--- src/rtl/cpu_bus_pkg.sv ---
//------------------------------------------------------------------------------
// cpu_bus_pkg
//   Source ids and access-size encodings shared by the CPU memory-port logic.
//   Revision: 1.0
//------------------------------------------------------------------------------
`default_nettype none

package cpu_bus_pkg;

    localparam logic SRC_INST = 1'b0;
    localparam logic SRC_DATA = 1'b1;

    localparam logic [1:0] SZ_B = 2'd0;
    localparam logic [1:0] SZ_H = 2'd1;
    localparam logic [1:0] SZ_W = 2'd2;

endpackage

`default_nettype wire

--- src/rtl/id_fifo.sv ---
//------------------------------------------------------------------------------
// id_fifo
//   1-bit order FIFO of outstanding request sources, bypass when empty.
//   Revision: 1.0
//------------------------------------------------------------------------------
`default_nettype none

module id_fifo #(
    parameter int DEPTH = 2
) (
    input  logic clk,
    input  logic reset,
    input  logic push,
    input  logic push_id,
    input  logic pop,
    output logic head,
    output logic pop_ok,
    output logic full,
    output logic empty
);

    localparam int c_ptr_w = (DEPTH > 1) ? $clog2(DEPTH) : 1;
    localparam int c_cnt_w = $clog2(DEPTH) + 1;
    localparam logic [c_cnt_w-1:0] c_depth   = c_cnt_w'(DEPTH);
    localparam logic [c_ptr_w-1:0] c_ptr_max = c_ptr_w'(DEPTH - 1);

    logic [DEPTH-1:0]   mem_q, mem_d;
    logic [c_ptr_w-1:0] wr_ptr_q, wr_ptr_d;
    logic [c_ptr_w-1:0] rd_ptr_q, rd_ptr_d;
    logic [c_cnt_w-1:0] cnt_q, cnt_d;

    logic w_bypass;
    logic w_do_push;
    logic w_do_pop;

    assign empty  = (cnt_q == '0);
    assign full   = (cnt_q == c_depth);
    // An empty FIFO answers with the id being pushed in the same cycle.
    assign head   = empty ? push_id : mem_q[rd_ptr_q];
    assign pop_ok = pop && (!empty || push);

    assign w_bypass  = empty && push && pop;
    assign w_do_push = push && !w_bypass && (!full || pop);
    assign w_do_pop  = pop && !empty;

    always_comb begin
        mem_d    = mem_q;
        wr_ptr_d = wr_ptr_q;
        rd_ptr_d = rd_ptr_q;
        cnt_d    = cnt_q;
        if (w_do_push) begin
            mem_d[wr_ptr_q] = push_id;
            wr_ptr_d        = (wr_ptr_q == c_ptr_max) ? '0 : wr_ptr_q + 1'b1;
        end
        if (w_do_pop) begin
            rd_ptr_d = (rd_ptr_q == c_ptr_max) ? '0 : rd_ptr_q + 1'b1;
        end
        if (w_do_push && !w_do_pop) begin
            cnt_d = cnt_q + 1'b1;
        end else if (!w_do_push && w_do_pop) begin
            cnt_d = cnt_q - 1'b1;
        end
    end

    always_ff @(posedge clk) begin
        if (reset) begin
            mem_q    <= '0;
            wr_ptr_q <= '0;
            rd_ptr_q <= '0;
            cnt_q    <= '0;
        end else begin
            mem_q    <= mem_d;
            wr_ptr_q <= wr_ptr_d;
            rd_ptr_q <= rd_ptr_d;
            cnt_q    <= cnt_d;
        end
    end

endmodule

`default_nettype wire

--- src/rtl/mem_port_arbiter.sv ---
//------------------------------------------------------------------------------
// mem_port_arbiter
//   Shares one split-handshake memory port between inst fetch and load/store.
//   Revision: 1.0
//------------------------------------------------------------------------------
`default_nettype none

module mem_port_arbiter
    import cpu_bus_pkg::*;
#(
    parameter int ADDR_W     = 32,
    parameter int DATA_W     = 32,
    parameter int OUTST      = 2,
    parameter int STARVE_LIM = 4
) (
    input  logic                clk,
    input  logic                reset,

    input  logic                inst_req,
    input  logic                inst_wr,
    input  logic [1:0]          inst_size,
    input  logic [DATA_W/8-1:0] inst_wstrb,
    input  logic [ADDR_W-1:0]   inst_addr,
    input  logic [DATA_W-1:0]   inst_wdata,
    output logic                inst_addr_ok,
    output logic                inst_data_ok,
    output logic [DATA_W-1:0]   inst_rdata,

    input  logic                data_req,
    input  logic                data_wr,
    input  logic [1:0]          data_size,
    input  logic [DATA_W/8-1:0] data_wstrb,
    input  logic [ADDR_W-1:0]   data_addr,
    input  logic [DATA_W-1:0]   data_wdata,
    output logic                data_addr_ok,
    output logic                data_data_ok,
    output logic [DATA_W-1:0]   data_rdata,

    output logic                mem_req,
    output logic                mem_wr,
    output logic [1:0]          mem_size,
    output logic [DATA_W/8-1:0] mem_wstrb,
    output logic [ADDR_W-1:0]   mem_addr,
    output logic [DATA_W-1:0]   mem_wdata,
    input  logic                mem_addr_ok,
    input  logic                mem_data_ok,
    input  logic [DATA_W-1:0]   mem_rdata
);

    localparam int c_starve_w = $clog2(STARVE_LIM + 1);
    localparam logic [c_starve_w-1:0] c_starve_lim = c_starve_w'(STARVE_LIM);

    logic                  lock_valid_q, lock_valid_d;
    logic                  lock_id_q, lock_id_d;
    logic [c_starve_w-1:0] starve_q, starve_d;

    logic w_starved;
    logic w_sel_id;
    logic w_sel_req;
    logic w_block;
    logic w_xfer;
    logic w_pop;
    logic w_pop_ok;
    logic w_head;
    logic w_fifo_full;
    logic w_fifo_empty;

    // Data wins unless inst has waited through STARVE_LIM data grants.
    assign w_starved = (starve_q == c_starve_lim) && inst_req;
    assign w_sel_id  = lock_valid_q ? lock_id_q
                     : ((data_req && !w_starved) ? SRC_DATA : SRC_INST);
    assign w_sel_req = (w_sel_id == SRC_DATA) ? data_req : inst_req;

    // A full FIFO can only take a new request when a response frees a slot.
    assign w_block = w_fifo_full && !mem_data_ok;
    assign mem_req = w_sel_req && !w_block && !reset;
    assign w_xfer  = mem_req && mem_addr_ok;
    assign w_pop   = mem_data_ok && !reset;

    assign inst_addr_ok = w_xfer && (w_sel_id == SRC_INST);
    assign data_addr_ok = w_xfer && (w_sel_id == SRC_DATA);
    assign inst_data_ok = w_pop_ok && (w_head == SRC_INST);
    assign data_data_ok = w_pop_ok && (w_head == SRC_DATA);
    assign inst_rdata   = mem_rdata;
    assign data_rdata   = mem_rdata;

    always_comb begin
        mem_wr    = 1'b0;
        mem_size  = '0;
        mem_wstrb = '0;
        mem_addr  = '0;
        mem_wdata = '0;
        if (!reset) begin
            if (w_sel_id == SRC_DATA) begin
                mem_wr    = data_wr;
                mem_size  = data_size;
                mem_wstrb = data_wstrb;
                mem_addr  = data_addr;
                mem_wdata = data_wdata;
            end else begin
                mem_wr    = inst_wr;
                mem_size  = inst_size;
                mem_wstrb = inst_wstrb;
                mem_addr  = inst_addr;
                mem_wdata = inst_wdata;
            end
        end
    end

    always_comb begin
        lock_valid_d = lock_valid_q;
        lock_id_d    = lock_id_q;
        if (mem_req && !mem_addr_ok) begin
            lock_valid_d = 1'b1;
            lock_id_d    = w_sel_id;
        end else if (w_xfer) begin
            lock_valid_d = 1'b0;
        end else if (lock_valid_q && !w_sel_req) begin
            lock_valid_d = 1'b0;
        end
    end

    always_comb begin
        starve_d = starve_q;
        if (!inst_req || inst_addr_ok) begin
            starve_d = '0;
        end else if (data_addr_ok && (starve_q != c_starve_lim)) begin
            starve_d = starve_q + 1'b1;
        end
    end

    always_ff @(posedge clk) begin
        if (reset) begin
            lock_valid_q <= 1'b0;
            lock_id_q    <= SRC_INST;
            starve_q     <= '0;
        end else begin
            lock_valid_q <= lock_valid_d;
            lock_id_q    <= lock_id_d;
            starve_q     <= starve_d;
        end
    end

    id_fifo #(
        .DEPTH (OUTST)
    ) u_id_fifo (
        .clk     (clk),
        .reset   (reset),
        .push    (w_xfer),
        .push_id (w_sel_id),
        .pop     (w_pop),
        .head    (w_head),
        .pop_ok  (w_pop_ok),
        .full    (w_fifo_full),
        .empty   (w_fifo_empty)
    );

    logic w_unused;
    assign w_unused = w_fifo_empty;

endmodule

`default_nettype wire

--- config.mk ---
export PLATFORM = sky130hd
export DESIGN_NAME = mem_port_arbiter
export DESIGN_NICKNAME = d
export VERILOG_FILES = /design/src/rtl/cpu_bus_pkg.sv /design/src/rtl/id_fifo.sv /design/src/rtl/mem_port_arbiter.sv
export SDC_FILE = /design/constraint.sdc
export NUM_CORES = 1
export LEC_CHECK = 0
export CORE_AREA = 4 4 123 125
export DETAILED_ROUTE_END_ITERATION = 10
export DIE_AREA = 0 0 127 129
export PLACE_DENSITY_LB_ADDON = 0.15
export SYNTH_ARGS = -nofsm -noshare
export SYNTH_HDL_FRONTEND = slang
export SYNTH_SLANG_ARGS = --single-unit
--- constraint.sdc ---
create_clock -name clk -period 2.1 [get_ports clk]
set_clock_uncertainty 0.15 [all_clocks]
set_input_delay 0.21 -clock clk [delete_from_list [all_inputs] [get_ports clk]]
set_output_delay 0.21 -clock clk [all_outputs]
set_load 0.01 [all_outputs]
==> reports/metrics.cfg, run 1 <==
[synth]
yosysMostFrequentCell = nand2_1
synth.net_count = 572
yosys.area_share.simple_pct = 33.7
yosysUniqueCellTypes = 37
synth_common_cells = nand2_1 (146), a21oi_1 (77), buf_4 (64), clkbuf_1 (13), dfxtp_1 (11)
seq_area_frac_synth_pct = 10.1
synth_ff_type = dfxtp_1
yosysWarnings = 0
synth-compound-area-share_pct = 23.6
muxShareOfSynthArea_pct = 1.89
ys_ff_latch = 11
synth_top_family_by_area = simple AND/OR/NAND/NOR gates
avgSynthCellArea_sq_um = 5.61
syn_area_sq_um = 2180
synth_enable_flop_cells = 0
synthAdderAreaFrac_pct = 1.72
synthArstFlopShare_pct = 0
synthTopCellsByArea = nand2_1 (25%), buf_4 (22%), a21oi_1 (18%)
synth-xor-area-share_pct = 1.60
synth_top_cell_area_share_pct = 25.1
netlist_instances = 389
yosys.area.top_type = nand2_1

[hold_path]
whs_path_depth = 3
hold_class = in2reg

[floorplanning]
die_h_um = 129
die_width_um = 127
ios = 320
row_count = 43
core_sq_um = 13900
start_util_pct = 15.7
fp.dieArea_sq_um = 16400

[place]
gp_congestion = 0.837
placed_cell_area_sq_um = 4320
dpl.hpwl_um = 8740
io_buffers = 223

[grt]
first_global_vias = 3281
grt_overflow = 0
grt_max_degree = 41
antenna_found_initial = 0
grt_use_total_pct = 13.4
grt_pass1_wl_um = 17600

[cts]
numCtsBuffers = 3
holdBufCountCts = 0
cts_tree = built
cts.path.max_buffers = 2
clock_latency_ns = 0.23
numClockSinks = 11
path_clk_slew_ns = 0.04
htree_levels = 1
clock-root-buffer = clkbuf_16

[outcome]
violations = setup timing
outcome = finished with violations

[drt]
wl_per_cell_um = 17.6
wl_um = 13500
viasPerCell = 4.37
postRouteAntennaNets = 0
drtIter0Drc = 105
vias = 3346
drc = 0
first_pass_iters = 4

[cells_and_area]
final_util_pct = 35.9
diodes = 0
fin_nets = 769
drive_above_1_share_pct = 39.8
syn_to_final_growth_pct = 129
finalInstanceArea_sq_um = 4990

[timing]
slew_headroom_pct = 65.4
holdWs_ns = 0.256
setup_slack_ns = -0.156
fin_tns_setup_ns = -5.19
worst_pin_slew_ns = 0.519
setup_viol_count_final = 74
hold_viol_final = 0
grt_setup_unrepaired = yes
period_share_pct = 107
max_freq_ghz = 0.443
layout_min_cycle_time_ns = 2.26
timing_max_transition_violations_final = 0

[critical_path]
crit_type = reg2out
cp.required_ns = 1.74
path_max_fanout = 6
crit_arrival_ns = 1.90
cp-end-kind = primary output
reg2reg_depth = 11
start_kind = flop

[power]
powerDensity_nw_per_um2 = 384
power.leakage_uw = 0.00222
ir_drop_mv = 0.294

[job]
maxCapViolations = 0

worst paths after layout:
check                             startpoint                              end  slack [ns]
min                                    reset  u_id_fifo.cnt_q[1]$_SDFFE_PP0P_        0.26
max reg2reg         starve_q[1]$_SDFFE_PP0P_         starve_q[1]$_SDFFE_PP0P_        0.01
min reg2reg  u_id_fifo.mem_q[1]$_SDFFE_PP0P_  u_id_fifo.mem_q[1]$_SDFFE_PP0P_        0.33
max                 starve_q[1]$_SDFFE_PP0P_                    mem_wdata[13]       -0.16
state kept, by name (all words and copies together) (netlist names):
| register | count |
|---|---|
| u_id_fifo.mem_q | 2 |
| lock_id_q | 1 |
| u_id_fifo.cnt_q | 2 |
| lock_valid_q | 1 |
| u_id_fifo.wr_ptr_q | 1 |
| starve_q | 3 |
| u_id_fifo.rd_ptr_q | 1 |
cells in the final DEF, fill, tap and decap left out, types with 4 or more instances in the layout:
| cell type | Yosys | routed |
|---|---|---|
| a21oi_2 | 0 | 38 |
| nand2_4 | 0 | 18 |
| a31oi_1 | 4 | 4 |
| nand2_1 | 146 | 107 |
| buf_16 | 0 | 5 |
| buf_2 | 8 | 75 |
| nand2b_1 | 4 | 4 |
| clkdlybuf4s50_1 | 0 | 145 |
| buf_4 | 64 | 28 |
| buf_6 | 0 | 11 |
| clkbuf_16 | 0 | 9 |
| nor2_1 | 10 | 9 |
| nand2_2 | 0 | 21 |
| a21oi_1 | 77 | 37 |
| dfxtp_1 | 11 | 9 |
| buf_12 | 0 | 9 |
through the flow:
step / setup WS (ns) / std cells / power (uW)
final: -0.156 / 765 / 1910
after global routing: -0.223 / 765 / 2040
after CTS: -0.189 / 753 / 1770
after detailed placement: -0.511 / 729 / 1290
after global placement: -0.514 / 729 / 1290
after floorplan: 0.0742 / 389 / 764
layout make-up:
| type | instances | area [sq um] |
|---|---|---|
| Clock buffer | 4 | 78.8 |
| Fill cell | 1506 | 8890 |
| Inverter | 4 | 15.0 |
| Multi-Input combinational cell | 285 | 1790 |
| Sequential cell | 11 | 223 |
| Tap cell | 180 | 225 |
| Timing Repair Buffer | 281 | 2660 |
power by group:
group          switching, uW  internal, uW
logic                    589           735
clock network           89.9           255
registers               18.5           227
critical path, cell delays in order (launching register included):
cell,delay [ns]
dfxtp_2,0.33
inv_2,0.05
ha_4,0.15
and3_4,0.19
o21ai_4,0.16
buf_6,0.15
buf_8,0.14
clkbuf_16,0.16
nand2_1,0.05
a21oi_1,0.12
buf_2,0.15
repair_timing:
item / CTS / global route
setup buffers: 13 / 6
pin swaps: 36 / 37
resized for setup: 366 / 73
setup endpoints to repair: 77 / 77
gates cloned: 7 / 8
routing by layer:
| metal | global-route usage (%) | part of all wire (%) |
|---|---|---|
| met4 | 3.53 | 2.3 |
| met1 | 15.0 | 39 |
| met2 | 24.7 | 50 |
| met3 | 3.90 | 8.4 |
| met5 | 0 | 0 |
cells by family (layout without fill, tap and decap cells):
kind of cell | Yosys count | after routing
adder cells (fa/ha/maj) | 3 | 3
XOR/XNOR | 4 | 4
AO/OA/AOI/OAI | 95 | 95
flip-flops | 11 | 11
buffers and inverters | 93 | 289
AND/OR/NAND/NOR | 179 | 179
multiplexers | 4 | 4
Power figures use the tool's default switching activity.
==> run 2, diff against run 1 <==
--- a/config.mk
+++ b/config.mk
@@ -9,6 +9,7 @@
 export DETAILED_ROUTE_END_ITERATION = 10
 export DIE_AREA = 0 0 127 129
 export PLACE_DENSITY_LB_ADDON = 0.15
+export SLEW_MARGIN = 20
 export SYNTH_ARGS = -nofsm -noshare
 export SYNTH_HDL_FRONTEND = slang
 export SYNTH_SLANG_ARGS = --single-unit
==> results of run 2 <==
The final DEF is identical to that of run 1; final timing and power are the same.
==> run 3, diff against run 2 <==
--- a/config.mk
+++ b/config.mk
@@ -5,9 +5,10 @@
 export SDC_FILE = /design/constraint.sdc
 export NUM_CORES = 1
 export LEC_CHECK = 0
-export CORE_AREA = 4 4 123 125
+export CORE_AREA = 2 2 122 124
+export CTS_CLUSTER_SIZE = 20
 export DETAILED_ROUTE_END_ITERATION = 10
-export DIE_AREA = 0 0 127 129
+export DIE_AREA = 0 0 124 126
 export PLACE_DENSITY_LB_ADDON = 0.15
 export SLEW_MARGIN = 20
 export SYNTH_ARGS = -nofsm -noshare
==> constraint.sdc (replaced) <==
create_clock -name clk -period 1.8 [get_ports clk]
set_clock_uncertainty 0.15 [all_clocks]
set_input_delay 0.18 -clock clk [delete_from_list [all_inputs] [get_ports clk]]
set_output_delay 0.18 -clock clk [all_outputs]
set_load 0.01 [all_outputs]
==> reports/metrics.cfg, run 3 (synthesis gave the netlist of run 1 again) <==
[outcome]
outcome = finished with violations
violations = setup timing

[critical_path]
crit_arrival_ns = 1.84  ; -0.06 ns
cp.required_ns = 1.47  ; -0.27 ns
crit_type = reg2out
start_kind = flop
path_max_fanout = 6  ; unchanged
cp-end-kind = primary output
regToRegSetupSlack_ns = -0.21  ; -0.22 ns

[floorplanning]
fp.dieArea_sq_um = 15600  ; -4.6%
die_h_um = 126  ; -2.3%
row_count = 44  ; +2.3%
start_util_pct = 15.3  ; -0.48 points
core_sq_um = 14300  ; +3.1%
die_width_um = 124  ; -2.4%
ios = 320  ; unchanged

[drt]
drc = 0  ; unchanged
wl_per_cell_um = 15.4  ; -12%
postRouteAntennaNets = 0  ; unchanged
wl_met3_um = 745  ; -34%
maxUsedRoutingLayer = met4
wl_met2_um = 6570  ; -3.0%
drtIter0Drc = 104  ; -0.95%
viasPerCell = 4.16  ; -4.8%
wl_um = 12100  ; -10%
wl_met1_um = 4720  ; -10%
first_pass_iters = 4  ; unchanged
vias = 3269  ; -2.3%

[cells_and_area]
finalInstanceArea_sq_um = 5170  ; +3.6%
largest_reg_flops = 3  ; unchanged
drive_above_1_share_pct = 45.8  ; +5.9 points
diodes = 0  ; unchanged
fin_nets = 785  ; +2.1%
final_common_cell = clkdlybuf4s50_1
top_register = starve_q
final_cell_mix = clkdlybuf4s50_1 (143), nand2_1 (113), buf_2 (68)
syn_to_final_growth_pct = 137
reg.largest.list = starve_q (3), u_id_fifo.cnt_q (2), u_id_fifo.mem_q (2)
final_util_pct = 36.1  ; +0.18 points

[grt]
antenna_found_initial = 0  ; unchanged
grt_max_degree = 37  ; -9.8%
grt_use_total_pct = 13.9  ; +0.54 points
first_global_vias = 3285  ; +0.12%
grt_overflow = 0  ; unchanged
grt_pass1_wl_um = 17200  ; -2.3%

[power]
power_uw = 2310  ; +20%
powerDensity_nw_per_um2 = 446  ; +16%
ir_drop_mv = 0.417  ; +42%
power.leakage_uw = 0.00224  ; +0.97%

[timing]
max_freq_ghz = 0.461
grt_setup_unrepaired = yes
layout_min_cycle_time_ns = 2.17
slew_headroom_pct = 72.0  ; +6.6 points
setup_viol_count_final = 82  ; +11%
setup_slack_ns = -0.368  ; -0.212 ns
hold_viol_final = 0  ; unchanged
worst_pin_slew_ns = 0.419  ; -0.100 ns
period_share_pct = 120
timing_max_transition_violations_final = 0  ; unchanged

[cts]
numClockSinks = 11  ; unchanged
cts_tree = built
htree_levels = 1  ; unchanged
numCtsBuffers = 3  ; unchanged
clock-root-buffer = clkbuf_16
path_clk_slew_ns = 0.05  ; about the same
cts.path.max_buffers = 2  ; unchanged
clock_latency_ns = 0.24  ; about the same

[place]
gp_congestion = 0.828  ; -1.1%
placed_cell_area_sq_um = 4750  ; +10%
io_buffers = 223  ; unchanged
dpl.hpwl_um = 8750  ; +0.11%

[job]
maxCapViolations = 0  ; unchanged

[hold_path]
hold_class = in2reg

==> run 3: worst paths after layout <==
| kind | startpoint | to | depth (start not counted) |
|---|---|---|---|
| min reg2reg | u_id_fifo.mem_q[1]$_SDFFE_PP0P_ | u_id_fifo.mem_q[1]$_SDFFE_PP0P_ | 2 |
| min | reset | lock_id_q$_SDFFE_PP0P_ | 2 |
| max reg2reg | lock_id_q$_SDFFE_PP0P_ | u_id_fifo.cnt_q[1]$_SDFFE_PP0P_ | 7 |
| max | starve_q[0]$_SDFFE_PP0P_ | mem_addr[0] | 10 |
==> run 3: cell type report <==
cell class / instances / area, sq um
repair buffers: 297 / 2790
multi-input cells: 285 / 1830
fillers: 1573 / 9140
well taps: 184 / 230
flip-flops and latches: 11 / 224
inverters: 4 / 15.0
clock buffers: 3 / 75.1
clock inverters: 1 / 5.00
==> run 3: through the flow <==
stage | hold slack (ns) | setup slack (ns) | cells | TNS (ns)
5_1_grt | 0.0511 | -0.470 | 785 | -30.80
2_1_floorplan | 0.144 | -0.0934 | 389 | -2.42
6_report | 0.0520 | -0.368 | 785 | -24.09
4_1_cts | 0.0618 | -0.426 | 772 | -27.24
3_5_place_dp | 0.210 | -0.703 | 751 | -51.17
3_3_place_gp | 0.210 | -0.705 | 751 | -50.63
==> run 3: layer usage <==
layer	track usage [%]	vias to the layer above
met3	2.85	8
met2	27.3	102
met5	0	-
met1	15.4	1513
met4	1.92	0
li1	-	1646
==> run 3: critical path: stages, from the launching register on <==
cell	delay (ns)
dfxtp_2	0.33
inv_2	0.05
ha_4	0.15
and3_4	0.15
o21ai_4	0.18
buf_8	0.18
buf_8	0.12
buf_6	0.10
nand2_4	0.04
a21oi_2	0.13
buf_2	0.14
==> run 3: power breakdown <==
group          switching, uW  internal [uW]
Sequential              19.3            265
Clock                    128            296
Combinational            696            901
Total                    844           1460
==> run 3: repair_timing <==
item | CTS | global route
setup endpoints to repair | 82 | 84
hold buffers | 0 | 0
gates resized for setup | 364 | 44
gates cloned | 3 | 6
pin swaps | 22 | 22
setup buffers | 15 | 11
